$ cat src/rtl/div_pkg.sv
// Shared definitions for the iterative divider: FSM state encoding and default widths.
package div_pkg;

  localparam int DD_W_DEF = 32;
  localparam int DV_W_DEF = 16;

  typedef enum logic [1:0] {
    IDLE,
    ITER,
    FIX,
    DONE
  } state_t;

endpackage

$ cat src/rtl/div_abs.sv
// Magnitude and sign of a W-bit operand; sign is forced to 0 when is_signed is low.
module div_abs #(
  parameter int W = 16
) (
  input  logic [W-1:0] value,
  input  logic         is_signed,
  output logic [W-1:0] mag,
  output logic         neg
);

  assign neg = is_signed & value[W-1];
  // The most negative value maps onto itself, which is the correct unsigned magnitude.
  assign mag = neg ? (~value + 1'b1) : value;

endmodule

$ cat src/rtl/div_iter.sv
// Iterative restoring divider, one quotient bit per cycle with a valid/ready handshake on both sides.
// Defining DIV_ITER_SIGNED_EN adds the signed_op port and two's-complement operation.
module div_iter
  import div_pkg::*;
#(
  parameter int DD_W = DD_W_DEF,
  parameter int DV_W = DV_W_DEF
) (
  input  logic                 clk,
  input  logic                 reset,
  input  logic                 in_valid,
  output logic                 in_ready,
  input  logic [DD_W-1:0]      dividend,
  input  logic [DV_W-1:0]      divisor,
  output logic                 out_valid,
  input  logic                 out_ready,
  output logic [DD_W-DV_W-1:0] quotient,
  output logic [DV_W-1:0]      remainder,
  output logic                 div_zero,
  output logic                 overflow
`ifdef DIV_ITER_SIGNED_EN
  ,
  input  logic                 signed_op
`endif
);

  localparam int QW = DD_W - DV_W;
  localparam int CW = $clog2(QW + 1);

  state_t          state;
  logic            is_signed;
  logic [DD_W-1:0] dd_mag;
  logic [DV_W-1:0] dv_mag;
  logic            dd_neg;
  logic            dv_neg;
  logic            accept;
  logic            in_big;

  logic [DV_W-1:0] part_rem;
  logic [QW-1:0]   acc;
  logic [DV_W-1:0] dv_reg;
  logic [CW-1:0]   count;
  logic [DV_W:0]   trial;
  logic [DV_W-1:0] diff;
  logic            take;

  logic [QW-1:0]   fix_q;
  logic [DV_W-1:0] fix_r;
  logic            fix_ovf;

`ifdef DIV_ITER_SIGNED_EN
  localparam logic [QW-1:0] Q_POS_MAX = {1'b0, {(QW-1){1'b1}}};
  localparam logic [QW-1:0] Q_NEG_MAX = {1'b1, {(QW-1){1'b0}}};
  logic mode_reg;
  logic q_neg;
  logic r_neg;
  assign is_signed = signed_op;
`else
  logic unused_sign;
  assign is_signed   = 1'b0;
  assign unused_sign = dd_neg | dv_neg;
`endif

  div_abs #(.W(DD_W)) u_abs_dd (
    .value     (dividend),
    .is_signed (is_signed),
    .mag       (dd_mag),
    .neg       (dd_neg)
  );

  div_abs #(.W(DV_W)) u_abs_dv (
    .value     (divisor),
    .is_signed (is_signed),
    .mag       (dv_mag),
    .neg       (dv_neg)
  );

  assign accept = (state == IDLE) && in_valid;
  assign in_big = dd_mag[DD_W-1:QW] >= dv_mag;

  // Partial remainder is always below the divisor, so the restored value fits DV_W bits.
  assign trial = {part_rem, acc[QW-1]};
  assign take  = trial >= {1'b0, dv_reg};
  assign diff  = trial[DV_W-1:0] - dv_reg;

  always_comb begin
    // NOTE: every always_comb output gets a default first so no path can infer a latch.
    fix_ovf = 1'b0;
    fix_q   = acc;
    fix_r   = part_rem;
`ifdef DIV_ITER_SIGNED_EN
    if (mode_reg) begin
      fix_ovf = q_neg ? (acc > Q_NEG_MAX) : (acc > Q_POS_MAX);
      if (q_neg) fix_q = ~acc + 1'b1;
      if (r_neg) fix_r = ~part_rem + 1'b1;
      if (fix_ovf) begin
        fix_q = '1;
        fix_r = '0;
      end
    end
`endif
  end

  // NOTE: datapath registers carry no reset; the FSM never consumes them before an accept loads them.
  always_ff @(posedge clk) begin
    if (accept) begin
      part_rem <= dd_mag[DD_W-1:QW];
      acc      <= dd_mag[QW-1:0];
      dv_reg   <= dv_mag;
`ifdef DIV_ITER_SIGNED_EN
      mode_reg <= is_signed;
      q_neg    <= dd_neg ^ dv_neg;
      r_neg    <= dd_neg;
`endif
    end else if (state == ITER) begin
      part_rem <= take ? diff : trial[DV_W-1:0];
      acc      <= {acc[QW-2:0], take};
    end
  end

  always_ff @(posedge clk) begin
    if (reset) begin
      state     <= IDLE;
      in_ready  <= 1'b1;
      out_valid <= 1'b0;
      quotient  <= '0;
      remainder <= '0;
      div_zero  <= 1'b0;
      overflow  <= 1'b0;
      count     <= '0;
    end else begin
      case (state)
        IDLE: begin
          if (in_valid) begin
            count    <= '0;
            in_ready <= 1'b0;
            if (divisor == '0) begin
              state     <= DONE;
              out_valid <= 1'b1;
              div_zero  <= 1'b1;
              overflow  <= 1'b0;
              quotient  <= '1;
              remainder <= dividend[DV_W-1:0];
            end else if (in_big) begin
              state     <= DONE;
              out_valid <= 1'b1;
              div_zero  <= 1'b0;
              overflow  <= 1'b1;
              quotient  <= '1;
              remainder <= '0;
            end else begin
              state <= ITER;
            end
          end
        end
        ITER: begin
          count <= count + 1'b1;
          if (count == CW'(QW - 1)) state <= FIX;
        end
        FIX: begin
          state     <= DONE;
          out_valid <= 1'b1;
          div_zero  <= 1'b0;
          overflow  <= fix_ovf;
          quotient  <= fix_q;
          remainder <= fix_r;
        end
        DONE: begin
          if (out_ready) begin
            state     <= IDLE;
            out_valid <= 1'b0;
            in_ready  <= 1'b1;
          end
        end
        default: state <= IDLE;
      endcase
    end
  end

endmodule

$ cat config.mk
export PLATFORM = sky130hd
export DESIGN_NAME = div_iter
export DESIGN_NICKNAME = d
export VERILOG_FILES = /design/src/rtl/div_pkg.sv /design/src/rtl/div_abs.sv /design/src/rtl/div_iter.sv
export SDC_FILE = /design/constraint.sdc
export NUM_CORES = 1
export LEC_CHECK = 0
export CAP_MARGIN = 10
export CORE_AREA = 2 2 164 134
export DETAILED_ROUTE_END_ITERATION = 10
export DIE_AREA = 0 0 166 136
export HOLD_SLACK_MARGIN = 0.05
export PLACE_DENSITY = 0.46
export SKIP_LAST_GASP = 1
export SYNTH_ARGS = -nofsm -noshare
export SYNTH_HDL_FRONTEND = slang
export SYNTH_HIERARCHICAL = 1
export SYNTH_SLANG_ARGS = --single-unit
$ cat constraint.sdc
create_clock -name clk -period 4.7 [get_ports clk]
set_input_delay 1.175 -clock clk [delete_from_list [all_inputs] [get_ports clk]]
set_output_delay 1.175 -clock clk [all_outputs]
set_load 0.03 [all_outputs]
==> impl_metrics.toml <==
[status]
run_status = "finished clean"

[logic_synthesis]
synth_edf_count = 48
synth_flop_cell = "sky130_fd_sc_hd__edfxtp_1"
yosys_warnings = 6
portion_of_the_post_synthesis_area_used_by_sequential_elements_pct = 37.2
netlist_instances = 694
post_synth_top_area_cell = "sky130_fd_sc_hd__edfxtp_1"
synth.top_cells.by_count = "sky130_fd_sc_hd__nor2_1, sky130_fd_sc_hd__inv_1, sky130_fd_sc_hd__edfxtp_1"
synth_area_leaders = "sky130_fd_sc_hd__edfxtp_1, sky130_fd_sc_hd__dfxtp_1, sky130_fd_sc_hd__ha_1"
postSynthRegisterBits = 91
yosys.cell_count.top_type = "sky130_fd_sc_hd__nor2_1"
synth-async-reset-ratio_pct = 0
syn_area_per_cell_um2 = 8.92
synth_cell_types = 71
synth_largest_type_area_fraction_pct = 23.3
post_synthesis_instance_area_um2 = 6190

[timing]
rsz0062_at_grt = "false"
rel_slew_slack_pct = 39.8
tightest_slew_ns = 0.901
finalClockSkew_ns = 0.00857
final.min_clock_period_ns = 4.31
setup_viol_count_final = 0
number_of_max_slew_violations_in_the_final_report = 0
worst_hold_slack_ns = 0.470
max_frequency_ghz = 0.232
hold_viol = 0
finalWorstSetupSlack_ns = 0.389
final.period_utilization_pct = 91.7

[floorplanning]
floorplan.core_area_um2 = 21100
die_y_um = 136
fp-row-count = 48
start_util_pct = 29.4
top_level_ports = 88
die_area_um2 = 22600
dieWidth_um = 166

[cells_and_area]
insertedDiodeCount = 0
synthToLayoutAreaGrowth_pct = 25.7
final_nets = 885
post-route-util_pct = 36.9
final_cell_count_no_fill = 1071
drive_above_1_share_pct = 7.91

[worst_setup_path]
crit_path_end_kind = "register"
timing.setup.critical_path_class = "input pin to register"
worst_setup_path_start_kind = "input pin"
critical_path_required_ns = 4.95
critical_path_peak_fanout = 34
worst-endpoint-arrival_ns = 4.56

[placement]
post_place_setup_slack_ns = -0.00134
place_hpwl_um = 14300
gpl.final_weighted_congestion = 0.851
io_buffer_count = 87
placed_cells = 1055

[power_and_ir_drop]
power_density_nw_per_um2 = 651
vdd_drop_max_mv = 0.273
leakage_nw = 3.08
report.power.total_mw = 5.07

[routing]
drtAntennaViolNets = 0
drtIter0Drc = 315
drcViolationCount = 0
detail_route.first_pass.iterations = 5
dr_total_vias = 5427
routed_wirelength_um = 18000
drt-vias-per-instance = 5.07
wire_per_inst_um = 16.8

[clock_tree]
cts_sinks = 91
post_cts.repair.setup_buffers = 0
clockRootBuffer = "sky130_fd_sc_hd__clkbuf_16"
ctsHtreeMaxLevel = 3
cts.repair.resized = 0
tritoncts.num_buffers = 9
worst_skew_pair.late_latency_ns = 0.35
cts.path.max_buffers = 2
cts_tree = "built"
clkTransAtPathRegs_ns = 0.06
cts.hold.buffers_added = 0

[min_path]
min_path_type = "register to register"

[global_routing]
pin_count_of_the_biggest_net_entering_global_routing = 44
vias_in_the_first_global_route = 5275
grt_overflow = 0
grt_util_all_layers_pct = 16.2
antenna_violations_before_repair = 0
first_pass_grt_wire_length_um = 28900

[job]
cap_viol_max_count = 0
==> stage by stage <==
stage / setup TNS [ns] / area (µm²)
2_1_floorplan: 0 / 6200
3_3_place_gp: 0 / 7480
3_5_place_dp: -0.00134 / 7480
4_1_cts: 0 / 7780
5_1_grt: 0 / 7780
6_report: 0 / 7780
==> power breakdown <==
group          total (mW)  switching, mW  internal (mW)
clock               0.755          0.325          0.430
sequential           1.50          0.198           1.30
combinational        2.81           1.67           1.14
total                5.07           2.20           2.88
==> cell families after synthesis <==
| family | after synthesis | synth area share, % |
|---|---|---|
| AO/OA/AOI/OAI | 190 | 20.9 |
| AND/OR/NAND/NOR | 200 | 16.3 |
| multiplexers | 15 | 2.42 |
| buffers and inverters | 103 | 7.17 |
| flip-flops | 91 | 37.2 |
| adder cells (fa/ha/maj) | 42 | 8.61 |
| XOR/XNOR | 52 | 7.36 |
| other | 1 | 0.0606 |
==> metal layers <==
metal  vias up  part of all wire (%)  global-route usage (%)
li1       2719                     -                       -
met2       159                    44                    25.1
met3        15                   5.7                    3.64
met5         -                     0                       0
met1      2534                    50                    23.0
met4         0                   1.1                    3.72
==> cells in the final DEF, fill, tap and decap left out, types with 3 or more instances in the layout <==
master                            synthesis  layout
sky130_fd_sc_hd__ha_1                    41      41
sky130_fd_sc_hd__a211oi_1                21      21
sky130_fd_sc_hd__o21ai_1                  3       3
sky130_fd_sc_hd__a21o_1                   6       6
sky130_fd_sc_hd__and3_1                   5       5
sky130_fd_sc_hd__a21boi_0                 3       3
sky130_fd_sc_hd__conb_1                   1       4
sky130_fd_sc_hd__clkdlybuf4s50_1          0      87
sky130_fd_sc_hd__o31ai_1                  6       6
sky130_fd_sc_hd__o41ai_1                  3       3
sky130_fd_sc_hd__edfxtp_1                48      48
sky130_fd_sc_hd__a311oi_1                16      16
sky130_fd_sc_hd__o21ai_0                 38      38
sky130_fd_sc_hd__o21a_1                   3       3
sky130_fd_sc_hd__or4_1                    7       7
sky130_fd_sc_hd__nand2_1                 43      43
sky130_fd_sc_hd__xor2_1                  27      27
sky130_fd_sc_hd__nand3_1                  5       5
sky130_fd_sc_hd__a21oi_1                 37      37
sky130_fd_sc_hd__nor2_1                  83      83
sky130_fd_sc_hd__clkbuf_16                0       9
sky130_fd_sc_hd__nor4_1                   8       8
sky130_fd_sc_hd__xnor2_1                 25      25
sky130_fd_sc_hd__buf_4                    2      26
sky130_fd_sc_hd__or3_1                    3       3
sky130_fd_sc_hd__nor3_1                   8       8
sky130_fd_sc_hd__nand4_1                  6       6
sky130_fd_sc_hd__a22oi_1                 18      18
sky130_fd_sc_hd__a31oi_1                 14      14
sky130_fd_sc_hd__inv_1                   68      67
sky130_fd_sc_hd__dfxtp_1                 43      43
sky130_fd_sc_hd__mux2i_1                 15      15
sky130_fd_sc_hd__nor2b_1                  6       6
sky130_fd_sc_hd__nand2b_1                 7       7
==> final cells by class <==
type                            count  area (µm²)
Multi-Input combinational cell    503        3460
Timing Repair Buffer              115        1110
Fill cell                        2124       13300
Sequential cell                    91        2300
Clock buffer                       11         243
Inverter                           71         267
Tap cell                          275         344
Clock inverter                      5        58.8
==> critical path, stage by stage <==
cell and delay (ns):
sky130_fd_sc_hd__clkdlybuf4s50_1 0.42, sky130_fd_sc_hd__or4_4 0.54, sky130_fd_sc_hd__o41ai_1 0.36, sky130_fd_sc_hd__buf_4 0.17
sky130_fd_sc_hd__inv_1 0.04, sky130_fd_sc_hd__ha_1 0.30, sky130_fd_sc_hd__nand4_1 0.10, sky130_fd_sc_hd__o21ai_0 0.08
sky130_fd_sc_hd__or4b_4 0.50, sky130_fd_sc_hd__a31oi_4 0.23, sky130_fd_sc_hd__a21oi_4 0.13, sky130_fd_sc_hd__buf_12 0.23
sky130_fd_sc_hd__a311oi_1 0.27
==> path summary, 6_finish.rpt <==
| path | depth (start not counted) | slack [ns] | end | startpoint |
|---|---|---|---|---|
| worst min-delay path | 2 | 0.47 | overflow | overflow |
| worst min register to register | 2 | 0.47 | overflow | overflow |
| worst max register to register | 8 | 1.58 | fix_r[7] | fix_r[6] |
| worst max-delay path | 13 | 0.39 | quotient[12] | divisor[6] |
(Power assumes the default switching activity.)
